`config.mk`:
```
export PLATFORM = sky130hd
export DESIGN_NAME = coeff_write_seq
export DESIGN_NICKNAME = d
export VERILOG_FILES = /design/src/rtl/coeff_write_seq.sv
export SDC_FILE = /design/constraint.sdc
export NUM_CORES = 1
export LEC_CHECK = 0
export CAP_MARGIN = 5
export CORE_MARGIN = 5
export CORE_UTILIZATION = 30
export DETAILED_ROUTE_END_ITERATION = 10
export MAX_ROUTING_LAYER = met4
export PLACE_DENSITY = 0.63
export SLEW_MARGIN = 20
export SYNTH_ARGS = -nofsm -noshare
export SYNTH_HDL_FRONTEND = slang
export SYNTH_SLANG_ARGS = --single-unit
```
`constraint.sdc`:
```
create_clock -name iClk -period 1.95 [get_ports iClk]
set_input_delay 0.2925 -clock iClk [delete_from_list [all_inputs] [get_ports iClk]]
set_output_delay 0.2925 -clock iClk [all_outputs]
set_load 0.005 [all_outputs]
```
`src/rtl/coeff_write_seq.sv`:
```
// Coefficient write sequencer: turns a valid/ready word stream into single-cycle
// active-low CS/WR strobes. Optional running checksum: COEFF_WRITE_SEQ_CHKSUM_EN.
module coeff_write_seq #(
  parameter int DATA_W   = 16,
  parameter int NUM_TAPS = 64
) (
  input  logic              iClk,
  input  logic              iRst,
  input  logic              iStart,
  input  logic              iAbort,
  input  logic              iCoeffValid,
  input  logic [DATA_W-1:0] iCoeffData,
  output logic              oCoeffReady,
  output logic              oCsn,
  output logic              oWrn,
  output logic [5:0]        oAddr,
  output logic [DATA_W-1:0] oWrData,
  output logic              oBusy,
`ifdef COEFF_WRITE_SEQ_CHKSUM_EN
  output logic [DATA_W-1:0] oChksum,
`endif
  output logic              oDone
);

  localparam logic [1:0] S_IDLE  = 2'd0;
  localparam logic [1:0] S_LOAD  = 2'd1;
  localparam logic [1:0] S_WRITE = 2'd2;
  localparam logic [1:0] S_DONE  = 2'd3;

  localparam logic [5:0] LAST_TAP = 6'(NUM_TAPS - 1);

  logic [1:0]        state_q, state_d;
  logic [5:0]        cnt_q, cnt_d;
  logic [5:0]        addr_q, addr_d;
  logic [DATA_W-1:0] data_q, data_d;
  logic              ready_q, strobe_n_q, busy_q, done_q;
  logic              hs;
  logic              sess_start;

  assign hs         = (state_q == S_LOAD) && iCoeffValid && !iAbort;
  assign sess_start = (state_q == S_IDLE) && iStart && !iAbort;

  always_comb begin
    state_d = state_q;
    cnt_d   = cnt_q;
    addr_d  = addr_q;
    data_d  = data_q;
    case (state_q)
      S_IDLE: begin
        if (sess_start) begin
          state_d = S_LOAD;
          cnt_d   = '0;
        end
      end
      S_LOAD: begin
        if (iAbort) begin
          state_d = S_IDLE;
          cnt_d   = '0;
        end else if (iCoeffValid) begin
          state_d = S_WRITE;
          addr_d  = cnt_q;
          data_d  = iCoeffData;
        end
      end
      S_WRITE: begin
        if (iAbort) begin
          state_d = S_IDLE;
          cnt_d   = '0;
        end else if (cnt_q == LAST_TAP) begin
          state_d = S_DONE;
          cnt_d   = '0;
        end else begin
          state_d = S_LOAD;
          cnt_d   = cnt_q + 6'd1;
        end
      end
      default: begin
        state_d = S_IDLE;
        cnt_d   = '0;
      end
    endcase
  end

  // Outputs are registered from the next state so they track the state register exactly.
  always_ff @(posedge iClk or posedge iRst) begin
    if (iRst) begin
      state_q    <= S_IDLE;
      cnt_q      <= '0;
      addr_q     <= '0;
      data_q     <= '0;
      ready_q    <= 1'b0;
      strobe_n_q <= 1'b1;
      busy_q     <= 1'b0;
      done_q     <= 1'b0;
    end else begin
      state_q    <= state_d;
      cnt_q      <= cnt_d;
      addr_q     <= addr_d;
      data_q     <= data_d;
      ready_q    <= (state_d == S_LOAD);
      strobe_n_q <= (state_d != S_WRITE);
      busy_q     <= (state_d != S_IDLE);
      done_q     <= (state_d == S_DONE);
    end
  end

  assign oCoeffReady = ready_q;
  assign oCsn        = strobe_n_q;
  assign oWrn        = strobe_n_q;
  assign oAddr       = addr_q;
  assign oWrData     = data_q;
  assign oBusy       = busy_q;
  assign oDone       = done_q;

`ifdef COEFF_WRITE_SEQ_CHKSUM_EN
  logic [DATA_W-1:0] sum_q, sum_d;

  always_comb begin
    sum_d = sum_q;
    if (sess_start || (state_q != S_IDLE && iAbort)) begin
      sum_d = '0;
    end else if (hs) begin
      sum_d = sum_q + iCoeffData;
    end
  end

  always_ff @(posedge iClk or posedge iRst) begin
    if (iRst) begin
      sum_q <= '0;
    end else begin
      sum_q <= sum_d;
    end
  end

  assign oChksum = sum_q;
`endif

endmodule
```
-- Word-level counts from Yosys, hierarchy flattened
Index checks and enable logic that the tools add are counted.
- magnitude comparators: 0
- reduce and logical (&&, ||, !) cells: 7
- shifts and indexed selects: 0
- equal/unequal tests: 8
- div/mod/pow operators: 0
- bitwise operators: 1
- $mul: 0
- add/subtract/negate cells: 1
- muxes and demuxes: 11
- operators by type and width (operator ; count):
    2-to-1 mux 6 bit ; 4
    case mux 6 bit (3 select lines) ; 1
    2-to-1 mux 2 bit ; 5
    adder 6 x 1 -> 6 bit, second input constant ; 1
    == test 6 bit, second input constant ; 1
    inequality test 2 bit, second input constant ; 3
    case mux 2 bit (3 select lines) ; 1
    == test 2 x 1 -> 1 bit, second input constant ; 2
    == test 2 bit, second input constant ; 2
    AND reduction 3 bit ; 1
    logical AND 1 bit ; 2
    logical NOT 2 bit ; 1
    AND reduction 2 bit ; 1
    nonzero test 2 bit ; 1
    logical NOT 1 bit ; 1
    inverter 1 bit ; 1
- RAM bits: 0
- input port bits: 21
- logic and storage cells: 36
- flip-flop bits (word level): 34
- bits in latches: 0
- memories: 0
- bits in read-only memories: 0
- output and inout port bits: 27

-- Logic depth before layout (Yosys ltp)
Gate-level depths: netlist of the first run.
- depth after elaboration: 6
- depth in mapped cells: 5
- depth with buffers taken out: 4

-- Worst setup path before layout of the first run
Ideal clock, no wire load.
- path type: register to register
- start point: register state_q[0]
- end point: register cnt_q[5]
- setup slack: 0.614 ns
- stages on the path, launching flop included: 4
- required time: 1.881 ns
- data arrival time: 1.268 ns
- setup time: 0.069 ns
- buffers on the path: 0
- period minus slack after synthesis: 1.336 ns
- cells stage by stage: dfrtp_1 -> or3b_4 -> or4_1 -> nand3_1
- cells in the longest elaborated chain, start to end: 5
- elaborated cells on any way between the ends: 9
- those cells by class: eq/ne (4); mux (1); reduce/logical (4)
- ends and longest elaborated chain (item ; RTL line ; RTL):
    start: declaration ; 32 ; logic [1:0] state_q, state_d;
    start signal: assignment ; 96 ; state_q <= state_d;
    logical NOT 2 bit ; 41, 48 ;
    logical AND 1 bit (2 in a row) ; 41 ; assign sess_start = (state_q == S_IDLE) && iStart && !iAbort;
    inequality test 2 bit (no source line) ; n/a ;
    AND reduction 2 bit (no source line) ; n/a ;
    end signal: assignment ; 97 ; cnt_q <= cnt_d;
    end: declaration ; 33 ; logic [5:0] cnt_q, cnt_d;
Parallel ways exist; a longest one is shown, timed or not.
A chain may end at the register's enable or synchronous reset.

-- Final worst setup path of the first run
- start point: register strobe_n_q, in the netlist oCsn
- end point: output port oWrn
- RTL lines (item ; RTL line ; RTL):
    start: declaration ; 36 ; logic ready_q, strobe_n_q, busy_q, done_q;
    start signal: assignment ; 101 ; strobe_n_q <= (state_d != S_WRITE);
    end: declaration ; 15 ; output logic oWrn,
No word-level cell between the ends.

==> impl_results.md, run 1 <==
* Outcome: completed
* Clock slew at reported path FFs at 60 ps
* Synthesized flop and latch total at 34
* Avg Cell Area, Syn at 9.57 um2
* ANT cells at 0
* MaxCap Viol Count at 0
* CP top delay family: flip-flops
* CTS Buf Count at 5
* Simple-gate share of the synthesized area at 27.1%
* R2R Setup Slk at 540 ps
* Commonest non-fill, non-tap cells in the layout: nand2_1, clkdlybuf4s50_1, dfrtp_1
* CP Max Fanout at 2
* Unique masters post-synth at 30
* Port Buffer Count at 47
* Root buffer cell: clkbuf_8
* Largest family of logic cells by synthesized area: simple AND/OR/NAND/NOR gates
* Postcts setup bufs at 0
* Grt total ovfl at 0
* CP Capture Type: output pin
* Ordered list of cells on the worst path: clkdlybuf4s50_1
* Nets@finish at 222
* CP Buf/Inv Count at 1
* Post-synthesis sequential area ratio at 61.4%
* CTS tree: yes
* Warnings from Yosys at 0
* F_max at 631 MHz
* Total Wirelength at 3030 um
* First-pass GRT wire length at 5270 um
* Die area at 6090 um2
* Mapped Cells at 145
* Worst-Margin Slew at 427 ps
* Initial antenna violation count at 0
* Routability cong. at 0.894
* Initial core utilization at 31.4%
* Drt initial violations at 41
* Ports at 48
* Type of the worst min-delay path: input pin to async pin
* Pwr per Cell Area at 889 nW/um2
* Hold-fix buffers at CTS at 0
* CP required at 1660 ps
* Post-DP HPWL at 2160 um
* Fin. Hold Viols at 0
* Antenna-violating nets left at 0
* # resized after CTS at 0
* CTS max path bufs at 2
* Worst setup SP type: flip-flop
* Max IR drop VDD at 0.000313 V
* Vias in the first global route at 1,164
* Die X at 78.0 um
* Compound-Gate Fraction of Synth Area at 6.85%
* Tot Pwr at 1820 uW
* Worst EP arrival at 1290 ps
* Layout cells sized above 1 at 7.46%
* H-Tree Depth at 2
* Post-synthesis cell area at 1390 um2
* Die H at 78.0 um
* Total GRT Usage at 11.1%
* Clock skew at 3.42 ps
* Cell row count at 24
* Mux share of post-synthesis cell area at 0.721%
* Setup TNS Final at 0 ps
* Synth Area in Adders at 0.902%
* Synth Area in XOR/XNOR at 0.631%
* Layout area overhead at 47.7%
* Period utilization at 81.3%
* Initial DRT Pass Iterations at 3
* Synthesized Nets at 167
* Vias per cell at 4.54
* CP max stage cell: dfstp_2
* RSZ-0062 raised after global routing: no
* Core area at 4410 um2
* Avg WL per Cell at 12.0 um
* Leakage at 0.000973 uW
* Hold slack final at 412 ps
* Skew-Pair Late Insertion Delay at 280 ps
* Final setup fails at 0
* Max incr delay on CP at 530 ps
* CTS sink count at 34
* Slew HR at 71.5%
* WS Path Type: flip-flop to output pin
* Max-slew violations at 0
* Crit path time final at 1580 ps
* Detailed-route DRC error count at 0
* Largest net degree at the start of global routing at 35
* DR vias at 1,148
* Most common cell after layout, fill and taps aside: nand2_1
[final cells by class]
class / count / area (um2)
clock buffer: 7 / 76.3
clock inverter: 1 / 30.0
fill: 434 / 2360
inverter: 2 / 7.51
multi-input combinational: 104 / 503
sequential: 34 / 852
tap: 52 / 65.1
timing repair buffer: 53 / 515
[sequential cells by signal (all words and copies together) (netlist names)]
| name | cells |
|---|---|
| cnt_q | 6 |
| oWrData | 16 |
| oDone | 1 |
| oCoeffReady | 1 |
| oAddr | 6 |
| oCsn | 1 |
| state_q | 2 |
| oBusy | 1 |
[through the flow]
step | setup slack (ps) | util, % | instances | area, um2
after floorplan | 614 | - | 145 | 1390
after detailed placement | 203 | 44.0 | 245 | 1940
after CTS | 347 | 46.4 | 253 | 2050
final | 365 | 46.4 | 253 | 2050
after global placement | 218 | 44.0 | 245 | 1940
after global routing | 308 | 46.4 | 253 | 2050
[synthesized netlist by cell type, drive strengths merged]
library cell  instances  area (um2)
o21ai                 2        10.0
clkbuf                2        7.51
a22o                  2        17.5
o31ai                 1        7.51
or4                   1        7.51
a211oi                1        7.51
inv                   2        7.51
dfrtp                33         826
a2bb2oi               1        8.76
o211ai                1        7.51
o2111ai               1        8.76
buf                   3        17.5
nor3                  1        5.00
xnor2                 1        8.76
mux2i                 1        10.0
or3b                  2        20.0
or2                   1        6.26
and2                  1        6.26
nand3                 8        40.0
nor3b                 1        7.51
ha                    1        12.5
and4bb                1        12.5
dfstp                 1        26.3
o21bai                1        7.51
or3                   1        6.26
nand2                69         259
nand2b                1        6.26
a21oi                 4        20.0
[layer usage]
layer	wire length [um]	up-vias	track usage, %
li1	-	586	-
met3	247	7	4.35
met1	1250	525	12.3
met2	1460	30	17.4
met5	0	-	-
met4	69	0	5.07
[cells by family (layout without fill, tap and decap cells)]
kind of cell / Yosys count / after routing
flops: 34 / 34
fa+ha+maj: 1 / 1
buf+inv: 7 / 63
compound gates: 14 / 14
simple gates: 87 / 87
xor+xnor: 1 / 1
mux: 1 / 1
[power breakdown]
group / internal (uW) / switching [uW] / leakage [uW] / total (uW)
logic: 232 / 128 / 0.000475 / 360
clock network: 382 / 232 / 0.0000524 / 614
registers: 800 / 48.0 / 0.000446 / 848
total: 1410 / 407 / 0.000973 / 1820
[tightest hold or removal path, stage by stage]
cell             delay (ps)
clkdlybuf4s50_1         400
inv_1                    50
buf_4                   370
[worst paths after layout]
kind                                 startpoint                endpoint  depth (start not counted)
max                              oCsn$_DFF_PP1_                    oWrn                          1
min                                        iRst  oWrData[9]$_DFFE_PP0P_                          3
max reg2reg                state_q[0]$_DFF_PP0_    cnt_q[5]$_DFFE_PP0P_                          3
min reg2reg                oAddr[1]$_DFFE_PP0P_    oAddr[1]$_DFFE_PP0P_                          2
max in group asynchronous                  iRst          oCsn$_DFF_PP1_                          3
min in group iClk          oAddr[1]$_DFFE_PP0P_    oAddr[1]$_DFFE_PP0P_                          2
(Power assumes the default switching activity.)
==> inputs of run 2 (changes only) <==
--- a/config.mk
+++ b/config.mk
@@ -10,7 +10,7 @@
 export CORE_UTILIZATION = 30
 export DETAILED_ROUTE_END_ITERATION = 10
 export MAX_ROUTING_LAYER = met4
-export PLACE_DENSITY = 0.63
+export PLACE_DENSITY = 0.65
 export SLEW_MARGIN = 20
 export SYNTH_ARGS = -nofsm -noshare
 export SYNTH_HDL_FRONTEND = slang
==> constraint.sdc (replaced) <==
create_clock -name iClk -period 1.4 [get_ports iClk]
set_input_delay 0.21 -clock iClk [delete_from_list [all_inputs] [get_ports iClk]]
set_output_delay 0.21 -clock iClk [all_outputs]
set_load 0.005 [all_outputs]
==> impl_results.md, run 2 (same netlist as run 1, synthesis figures left out) <==
* Worst-Margin Slew at 302 ps
* First-pass GRT wire length at 5380 um
* Vias per cell at 4.57
* Initial core utilization at 31.4%
* Initial DRT Pass Iterations at 4
* Setup TNS Final at 0 ps
* Flop pwr share at 46.4%
* Number of flip-flops in the largest register at 16
* Root buffer cell: clkbuf_8
* Clock skew at 5.96 ps
* RR Startpoint: state_q[1]$_DFF_PP0_
* Antenna-violating nets left at 0
* CP required at 1630 ps
* Crit path time final at 1400 ps
* MaxCap Viol Count at 0
* CTS max path bufs at 2
* Max incr delay on CP at 430 ps
* Fin. Hold Viols at 0
* Hold slack final at 271 ps
* Leakage at 0.00109 uW
* Most common cell after layout, fill and taps aside: nand2_1
* Total GRT Usage at 11.3%
* CP startpoint: state_q[1]$_DFF_PP0_
* Power share of the clock group at 32.7%
* Core area at 4410 um2
* Logic pwr share at 20.8%
* Worst Setup EP: cnt_q[5]$_DFFE_PP0P_
* CP Max Fanout at 5
* CTS Buf Count at 5
* Post-Route Utilization at 49.5%
* CTS sink count at 34
* Clock slew at reported path FFs at 70 ps
* Routability cong. at 0.877
* CP top delay family: simple AND/OR/NAND/NOR gates
* Detailed-route DRC error count at 0
* Worst EP arrival at 1620 ps
* Pwr per Cell Area at 1160 nW/um2
* Post-DP HPWL at 2310 um
* Vias in the first global route at 1,175
* WS Path Type: flip-flop to flip-flop
* Sw Pwr at 587 uW
* H-Tree Depth at 2
* R2R Setup Slk at 3 ps
* Final setup fails at 0
* Worst r2r path cells at 3
* Cell row count at 24
* Nets@finish at 236
* F_max at 716 MHz
* Max-slew violations at 0
* Type of the worst min-delay path: input pin to async pin
* Ports at 48
* Total Wirelength at 3280 um
* Layout area overhead at 57.5%
* Final Instance Area at 2190 um2
* Slew HR at 79.7%
* Grt total ovfl at 0
* Port Buffer Count at 47
* Drt initial violations at 42
* Die X at 78.0 um
* Largest net degree at the start of global routing at 35
* Net Sw Frac at 23.1%
* Die area at 6090 um2
* Skew-Pair Late Insertion Delay at 290 ps
* Hold-fix buffers at CTS at 0
* Critical path depth at 3
* CTS tree: yes
* Worst setup SP type: flip-flop
* CP max stage cell: or3b_4
* Tot Pwr at 2540 uW
* Ordered list of cells on the worst path: or3b_4, or4_1, nand3_1
* Dpl cell area at 2050 um2
* RSZ-0062 raised after global routing: yes
* Commonest non-fill, non-tap cells in the layout: nand2_1, clkdlybuf4s50_1, dfrtp_1
* Avg WL per Cell at 12.3 um
* Die H at 78.0 um
* Initial antenna violation count at 0
* ANT cells at 0
* DR vias at 1,221
* Period utilization at 99.8%
* Worst R2R End: cnt_q[5]$_DFFE_PP0P_
* CP Capture Type: flip-flop
* Outcome: completed
* Max IR drop VDD at 0.000366 V
* CP Buf/Inv Count at 0
* Int Pwr at 1950 uW
* Layout cells sized above 1 at 14.9%
[run 2: area by class of cell]
type / instances / area [um2]
inverter: 2 / 7.51
clock buffer: 8 / 110
tap: 52 / 65.1
sequential: 34 / 852
timing repair buffer: 67 / 648
multi-input combinational: 104 / 503
fill: 431 / 2230
[run 2: layer usage]
metal / global-route usage [%] / part of all wire [%]
met5: - / 0
met3: 3.32 / 7.5
met1: 12.8 / 42
met4: 7.09 / 2.3
met2: 17.6 / 48
[run 2: through the flow]
stage          worst slack, ps  instances
2_1_floorplan             63.8        145
3_3_place_gp              -254        256
3_5_place_dp              -273        256
4_1_cts                  0.722        266
5_1_grt                  -37.4        267
6_report                  2.69        267
[run 2: how the worst min path moves through the flow]
| stage | startpoint | to | slack, ps |
|---|---|---|---|
| final | iRst | oWrData[14]$_DFFE_PP0P_ | 270 |
| after CTS | iRst | oAddr[5]$_DFFE_PP0P_ | 270 |
| after floorplan | iAbort | oBusy$_DFF_PP0_ | 270 |
| after global routing | iRst | cnt_q[2]$_DFFE_PP0P_ | 300 |
| after detailed placement | oWrData[11]$_DFFE_PP0P_ | oWrData[11]$_DFFE_PP0P_ | 460 |
| after global placement | oAddr[2]$_DFFE_PP0P_ | oAddr[2]$_DFFE_PP0P_ | 460 |
[run 2: power groups by stage]
stage | clock [uW] | sequential (uW) | combinational (uW)
final | 832 | 1180 | 529
after global routing | 896 | 1190 | 577
after CTS | 858 | 1180 | 545
after detailed placement | 0 | 1200 | 540
after global placement | 0 | 1190 | 531
after floorplan | 0 | 1210 | 142
[run 2: timing repair]
action	in CTS	in global routing
buffers inserted	2	1
endpoints found under the setup margin	4	4
resized for setup	3	2
[run 2: worst register-to-register path: cells and delay by family, from the launching register on]
kind	cells	cell delay, ps
and+or+nand+nor	3	930
DFF	1	410
==> inputs of run 3 (changes only) <==
--- a/config.mk
+++ b/config.mk
@@ -6,6 +6,7 @@
 export NUM_CORES = 1
 export LEC_CHECK = 0
 export CAP_MARGIN = 5
+export CORE_ASPECT_RATIO = 0.5
 export CORE_MARGIN = 5
 export CORE_UTILIZATION = 30
 export DETAILED_ROUTE_END_ITERATION = 10
==> constraint.sdc (replaced) <==
create_clock -name iClk -period 1.4 [get_ports iClk]
set_input_delay 0.28 -clock iClk [delete_from_list [all_inputs] [get_ports iClk]]
set_output_delay 0.28 -clock iClk [all_outputs]
set_load 0.005 [all_outputs]
==> impl_results.md, run 3 (same netlist as run 1, synthesis figures left out) <==
* MaxCap Viol Count at 0
* RSZ-0062 raised after global routing: yes
* Dpl cell area at 2040 um2
* Skew-Pair Late Insertion Delay at 280 ps
* Clock skew at 2.77 ps
* Vias per cell at 4.48
* CTS Buf Count at 5
* CP required at 1620 ps
* First-pass GRT wire length at 5620 um
* Leakage at 0.00112 uW
* Hold slack final at 353 ps
* Fin. Hold Viols at 0
* Cell row count at 17
* Largest net degree at the start of global routing at 35
* Ports at 48
* FF+latch area at 853 um2
* DR vias at 1,206
* CP max stage cell: dfrtp_2
* CP Buf/Inv Count at 0
* CP top delay family: simple AND/OR/NAND/NOR gates
* Routability cong. at 0.916
* CTS sink count at 34
* Root buffer cell: clkbuf_8
* Core area at 4420 um2
* Number of flip-flops in the largest register at 16
* Initial DRT Pass Iterations at 4
* Worst-Margin Slew at 260 ps
* CP Max Fanout at 7
* Worst EP arrival at 1600 ps
* Total GRT Usage at 11.9%
* Slew HR at 82.6%
* F_max at 722 MHz
* Clock slew at reported path FFs at 70 ps
* Worst setup SP type: flip-flop
* Die X at 106 um
* Fillers at 422
* Ordered list of cells on the worst path: or3b_4, or4_1, nand3_1
* Avg WL per Cell at 12.4 um
* Die H at 58.1 um
* Initial core utilization at 31.4%
* Detailed-route DRC error count at 0
* Die area at 6170 um2
* Most common cell after layout, fill and taps aside: nand2_1
* WS Path Type: flip-flop to flip-flop
* CP Capture Type: flip-flop
* Crit path time final at 1390 ps
* Post-DP HPWL at 2440 um
* Commonest non-fill, non-tap cells in the layout: nand2_1, dfrtp_1, dlygate4sd2_1
* Final setup fails at 0
* Total Wirelength at 3330 um
* Max-slew violations at 0
* H-Tree Depth at 2
* Outcome: completed
* Port Buffer Count at 47
* ANT cells at 0
* Post-Route Utilization at 47.5%
* Initial antenna violation count at 0
* Type of the worst min-delay path: input pin to async pin
* Layout cells sized above 1 at 12.7%
* Pwr per Cell Area at 1100 nW/um2
* Area of the multi-input gates at 508 um2
* Drt initial violations at 44
* CTS tree: yes
* Antenna-violating nets left at 0
* Hold-fix buffers at CTS at 0
* CTS max path bufs at 2
* Layout area overhead at 51.6%
* Period utilization at 98.9%
* Nets@finish at 233
* Max incr delay on CP at 440 ps
* Vias in the first global route at 1,174
* Max IR drop VDD at 0.000357 V
* Final Instance Area at 2100 um2
* Grt total ovfl at 0
## run 3: changes by cell type in the layout (fill, tap and decap cells not counted), sizes merged
| cell | before | now |
|---|---|---|
| buf | 20 | 17 |
| dlygate4sd2 | 2 | 26 |
| clkdlybuf4s50 | 43 | 19 |
## run 3: final cells by class
type | count | area share, %
Inverter | 2 | 0.357
Timing Repair Buffer | 64 | 27.7
Multi-Input combinational cell | 104 | 24.2
Clock buffer | 8 | 3.81
Sequential cell | 34 | 40.6
Tap cell | 57 | 3.39
## run 3: metal layers
metal / up-vias / wire length (um) / GRT usage (%)
li1: 607 / - / -
met5: - / 0 / -
met2: 24 / 1660 / 18.5
met1: 570 / 1460 / 14.1
met3: 5 / 138 / 3.56
met4: 0 / 67 / 6.27
## run 3: worst paths after layout
check	from	end	slack, ps	cells past startpoint
max in group asynchronous	iRst	oCsn$_DFF_PP1_	810	3
max reg2reg	state_q[0]$_DFF_PP0_	cnt_q[5]$_DFFE_PP0P_	10	3
min	iRst	oWrData[0]$_DFFE_PP0P_	350	3
max	state_q[0]$_DFF_PP0_	cnt_q[5]$_DFFE_PP0P_	10	3
min in group iClk	oAddr[3]$_DFFE_PP0P_	oAddr[3]$_DFFE_PP0P_	470	2
min reg2reg	oAddr[3]$_DFFE_PP0P_	oAddr[3]$_DFFE_PP0P_	470	2
## run 3: worst register-to-register path: cells and delay by family, from the launching register on
family | cells | cell delay (ps)
flops | 1 | 440
simple gates | 3 | 890
## run 3: power by group
| group | switching (uW) | internal (uW) | leakage, uW |
|---|---|---|---|
| combinational | 188 | 258 | 0.000637 |
| clock | 327 | 353 | 0.0000395 |
| sequential | 65.3 | 1110 | 0.000444 |
## run 3: what timing repair did
action / CTS / global route
endpoints found under the setup margin: 27 / 4
gates resized for setup: 26 / 4
endpoints found under the hold margin: 0 / 0
buffers inserted: 1 / 0
pin swaps: 0 / 1
gates cloned: 0 / 0
## run 3: metrics by stage
step,power [uW],TNS [ps],setup slack [ps],instances
3_3_place_gp,1730,-5290,-339,260
2_1_floorplan,1350,0,63.8,145
3_5_place_dp,1740,-5900,-365,260
5_1_grt,2460,-65.8,-42.4,269
4_1_cts,2360,0,0.747,269
6_report,2300,0,14.8,269
